File: src/rtl/fetch_unit.sv
// rtl/fetch_unit.sv - instruction fetch stage: PC, ROM address, IF/ID register, fault detection
// Two-state control (RUN/FAULT); FAULT freezes every register until reset.
module fetch_unit #(
  parameter logic [31:0] RESET_PC    = 32'h0000_0000,
  parameter int          IMEM_WORDS  = 64,
  parameter bit          CHECK_RANGE = 1'b1
) (
  input  logic        clk,
  input  logic        reset,
  input  logic        stall,
  input  logic        redirect,
  input  logic [31:0] redirect_pc,
  output logic [31:0] imem_addr,
  input  logic [31:0] imem_rd,
  output logic [31:0] instr,
  output logic [31:0] instr_pc,
  output logic        instr_valid,
  output logic        fault,
  output logic [31:0] fault_pc,
  output logic [31:0] fetch_count
);

  localparam logic [31:0] NOP      = 32'h0000_0013;
  // 33 bits so a ROM covering the full 4 GiB space never truncates the limit to zero
  localparam logic [32:0] PC_LIMIT = 33'(IMEM_WORDS) * 33'd4;

  typedef enum logic {RUN, FAULT} state_t;

  state_t      state, state_next;
  logic [31:0] pc, pc_next;
  logic [31:0] instr_next, instr_pc_next, fault_pc_next, fetch_count_next;
  logic        instr_valid_next;
  logic        out_of_range;

  assign imem_addr    = pc;
  assign fault        = (state == FAULT);
  assign out_of_range = CHECK_RANGE && ({1'b0, pc} >= PC_LIMIT);

  always_ff @(posedge clk) begin
    if (reset) begin
      state       <= RUN;
      pc          <= RESET_PC;
      instr       <= NOP;
      instr_pc    <= 32'h0;
      instr_valid <= 1'b0;
      fault_pc    <= 32'h0;
      fetch_count <= 32'h0;
    end else begin
      state       <= state_next;
      pc          <= pc_next;
      instr       <= instr_next;
      instr_pc    <= instr_pc_next;
      instr_valid <= instr_valid_next;
      fault_pc    <= fault_pc_next;
      fetch_count <= fetch_count_next;
    end
  end

  always_comb begin
    state_next       = state;
    pc_next          = pc;
    instr_next       = instr;
    instr_pc_next    = instr_pc;
    instr_valid_next = instr_valid;
    fault_pc_next    = fault_pc;
    fetch_count_next = fetch_count;

    if (state == RUN) begin
      if (redirect) begin
        instr_next       = NOP;
        instr_valid_next = 1'b0;
        if (redirect_pc[1:0] == 2'b00) begin
          pc_next = redirect_pc;
        end else begin
          state_next    = FAULT;
          fault_pc_next = redirect_pc;
        end
      end else if (out_of_range) begin
        state_next       = FAULT;
        fault_pc_next    = pc;
        instr_next       = NOP;
        instr_valid_next = 1'b0;
      end else if (!stall) begin
        instr_next       = imem_rd;
        instr_pc_next    = pc;
        instr_valid_next = 1'b1;
        pc_next          = pc + 32'd4;
        fetch_count_next = fetch_count + 32'd1;
      end
    end
  end

endmodule
File: config.mk
export PLATFORM = sky130hd
export DESIGN_NAME = fetch_unit
export DESIGN_NICKNAME = d
export VERILOG_FILES = /design/src/rtl/fetch_unit.sv
export SDC_FILE = /design/constraint.sdc
export NUM_CORES = 1
export LEC_CHECK = 0
export CAP_MARGIN = 20
export CORE_MARGIN = 2
export CORE_UTILIZATION = 50
export CTS_BUF_LIST = sky130_fd_sc_hd__clkbuf_4
export CTS_CLUSTER_DIAMETER = 200
export CTS_CLUSTER_SIZE = 14
export DETAILED_ROUTE_END_ITERATION = 8
export PLACE_DENSITY_LB_ADDON = 0.2
export RECOVER_POWER = 50
export SKIP_CTS_REPAIR_TIMING = 1
export SYNTH_ARGS = -nofsm -noshare
export SYNTH_HDL_FRONTEND = slang
export SYNTH_SLANG_ARGS = --single-unit
File: constraint.sdc
create_clock -name clk -period 4.3 [get_ports clk]
set_clock_uncertainty 0.15 [all_clocks]
set_input_delay 0.86 -clock clk [delete_from_list [all_inputs] [get_ports clk]]
set_output_delay 0.86 -clock clk [all_outputs]
set_load 0.05 [all_outputs]
==> metrics.txt <==
wire length of the first global-routing pass roughly 28 mm; failing checks capacitance limit, slew limit; synthesized net count 758; period utilisation layout between 70% and 80%; cell count of the worst hold path 1; Crit. path cell count 5; commonest cells after routing, fill and taps aside 173 x sky130_fd_sc_hd__clkdlybuf4s50_1, 162 x sky130_fd_sc_hd__dfxtp_1, 63 x sky130_fd_sc_hd__nand2_1, 59 x sky130_fd_sc_hd__nor2_1, 54 x sky130_fd_sc_hd__dlygate4sd3_1; biggest area consumer among synthesized cells sky130_fd_sc_hd__dfxtp_1; ratio of routed vias to standard cells between 5 and 6; maximum clock frequency about 320 MHz; Total Wirelength around 18 mm; total of warnings raised by yosys 0; Core Area approximately 13000 sq um; depth of the CTS H-tree 4; capturing element type of the critical path flop; headroom to the max-slew limit -6.80%; overall die area roughly 14000 sq um; depth of the worst register-to-register path 6; clock insertion delay at the later pin of the skew report between 0.5 and 0.6 ns; GRT Resource Usage Total about 26%; count of buffers inserted at the top-level ports ~230; Finished Layout Cells around 1100; startpoint of the most critical register-to-register path imem_addr[18]; CTS Root Buffer Type sky130_fd_sc_hd__clkbuf_4; Crit path largest cell delay 0.69 ns; Power Total around 3.4 mW; number of flip-flops and latches in the synthesized netlist approximately 160; P per Cell Area about 380 nW/um^2; worst path arrival time roughly 3.5 ns; most common cell after layout, fill and taps aside sky130_fd_sc_hd__clkdlybuf4s50_1; DRC Markers 0; largest net degree at the start of global routing 65; worst-path maximum fanout 64; via count just over 6000; Final ANT Viol Nets 0; antenna violations before repair 0; die extent in y between 100 and 150 um; total count of max-transition violations in the final report 19; category of the worst setup path launch point input pin; sequential area share after synthesis about 50%; outcome finished, violations left; CP bufs+invs 2; Min Clock Period, post-route about 3.2 ns; reg-to-reg endpoint fetch_count[29]; post-detailed-placement cell area a little under 9000 sq um; Core Rows 41; Avg Inst Size Synth around 9.3 sq um; setup repair after global routing missed its margin false; number of placed cells counting well taps 1046; fraction of synthesis flops using an asynchronous set or reset pin 0%; Post-synth top flop sky130_fd_sc_hd__dfxtp_1; GPL Wtd Cong ~0.85; Maximum Capacitance Violations 1; top-area cell type share of the netlist area between 50% and 60%; Post-synth EDFFs 0; R2R Setup Slk approximately 1.3 ns; number of global-route vias before repair between 5000 and 6000; Max clock buf depth 2; Clock Sink Count approximately 160; antenna diode count 0; residual overflow from global routing 0; capture endpoint of the worst hold path instr_pc[11]; largest voltage drop on the vdd net 0.215 mV; path type of the worst setup path input pin to flop; Die W between 100 and 150 um; count of nets after finishing just under 1000; final standard cell area without fillers ~9000 sq um; number of clock buffers inserted by TritonCTS 17; cell type group with the largest total delay on the critical path buffers and inverters; TritonCTS clock tree yes; drt wl/cell 16.6 um; number of failing setup endpoints in the final timing report 0; number of search-and-repair iterations in the first detailed-routing pass 5; post-CTS clock slew at the launch and capture registers of the worst setup and hold paths around 0.14 ns; share of final-layout standard cells stronger than drive strength 1 5.94%; CP Cell Sequence dlygate4sd3_1 > nor3b_1 > a211oi_4 > clkbuf_2 > a311oi_1; Hold Crit Start instr_pc[11]; final-report hold violation count 0; class of the tightest hold or removal check flop to flop; initial core utilization approximately half; Mapped Area 6370 sq um; worst path required time 4.60 ns; Fin Setup TNS 0 ns; Least-Margin Pin Slew 1.59 ns; IO Count 230; Distinct cells, synth about 50; standby leakage power 3.25 nW; DP Wirelength roughly 13 mm; Syn Inst Count a little under 700; Area contributors post-synth sky130_fd_sc_hd__dfxtp_1 51%, sky130_fd_sc_hd__a22o_1 4.7%, sky130_fd_sc_hd__a21oi_1 4.2%, sky130_fd_sc_hd__mux2i_1 3.9%, sky130_fd_sc_hd__nand2_1 3.7%; initial drt markers ~440; P&R area growth vs syn 41.6%; Slowest cell on crit path sky130_fd_sc_hd__nor3b_1
how the worst max path moves through the flow:
stage	start	end	slack [ns]
2_1_floorplan	redirect	fetch_count[25]	1.42
3_3_place_gp	stall	fetch_count[26]	1.03
3_5_place_dp	stall	fetch_count[28]	0.92
4_1_cts	fault	fault	1.21
5_1_grt	redirect_pc[1]	imem_addr[13]	0.92
6_report	redirect_pc[1]	fault_pc[5]	1.15
cells in the mapped netlist, types with 4 or more instances:
library cell	n
sky130_fd_sc_hd__or3_1	8
sky130_fd_sc_hd__nor4_1	5
sky130_fd_sc_hd__clkbuf_1	40
sky130_fd_sc_hd__a21oi_1	53
sky130_fd_sc_hd__nand3_1	33
sky130_fd_sc_hd__nand2b_1	7
sky130_fd_sc_hd__o21ai_0	12
sky130_fd_sc_hd__nand2_1	63
sky130_fd_sc_hd__inv_1	9
sky130_fd_sc_hd__o31ai_1	15
sky130_fd_sc_hd__buf_2	5
sky130_fd_sc_hd__a211oi_1	28
sky130_fd_sc_hd__dfxtp_1	162
sky130_fd_sc_hd__xnor2_1	8
sky130_fd_sc_hd__nor3_1	6
sky130_fd_sc_hd__a22o_1	34
sky130_fd_sc_hd__mux2i_1	25
sky130_fd_sc_hd__and2_1	27
sky130_fd_sc_hd__nand4_1	12
sky130_fd_sc_hd__and4_1	4
sky130_fd_sc_hd__a311oi_1	8
sky130_fd_sc_hd__nor2_1	61
sky130_fd_sc_hd__nor4_2	4
sky130_fd_sc_hd__or4_1	14
sequential cells by signal (all words and copies together) (netlist names):
name         cells
imem_addr       32
fetch_count     32
fault            1
instr           32
instr_pc        32
instr_valid      1
fault_pc        32
metal layers:
layer	wire length (um)	GRT usage, %	up-vias
met1	7290	31.0	2877
met4	320	10.5	0
met5	0	0	-
li1	-	-	2916
met2	8710	42.4	244
met3	1600	9.84	29
final cells by class:
cell class                 count  area, sq um
clock buffer                  17          128
clock inverter                15          150
fill                        1002         3500
inverter                      10         37.5
multi-input combinational    467         2890
sequential                   162         3240
tap                          172          215
timing repair buffer         238         2350
per-stage QoR:
| step | hold WS, ns | util (%) | worst slack [ns] |
|---|---|---|---|
| after floorplan | 0.525 | - | 1.42 |
| after global placement | 0.292 | 69.9 | 1.03 |
| after detailed placement | 0.293 | 69.9 | 0.919 |
| after CTS | 0.327 | 72.1 | 1.21 |
| after global routing | 0.342 | 72.1 | 0.919 |
| final | 0.323 | 72.1 | 1.15 |
cells by family (layout without fill, tap and decap cells):
| group | count (synthesis) | after routing | share of synthesized area, % |
|---|---|---|---|
| XOR/XNOR | 10 | 10 | 1.38 |
| buffers and inverters | 58 | 280 | 3.69 |
| AO/OA/AOI/OAI | 169 | 169 | 18.4 |
| adder cells (fa/ha/maj) | 3 | 3 | 0.589 |
| multiplexers | 26 | 26 | 4.11 |
| AND/OR/NAND/NOR | 259 | 259 | 20.9 |
| flip-flops | 162 | 162 | 50.9 |
power by group:
part / internal (mW) / total, mW / switching [mW]
Combinational: 0.303 / 0.903 / 0.600
Sequential: 1.59 / 1.66 / 0.0715
Clock: 0.303 / 0.881 / 0.578
Total: 2.20 / 3.45 / 1.25
No activity file was read; power rests on OpenSTA's default activity.
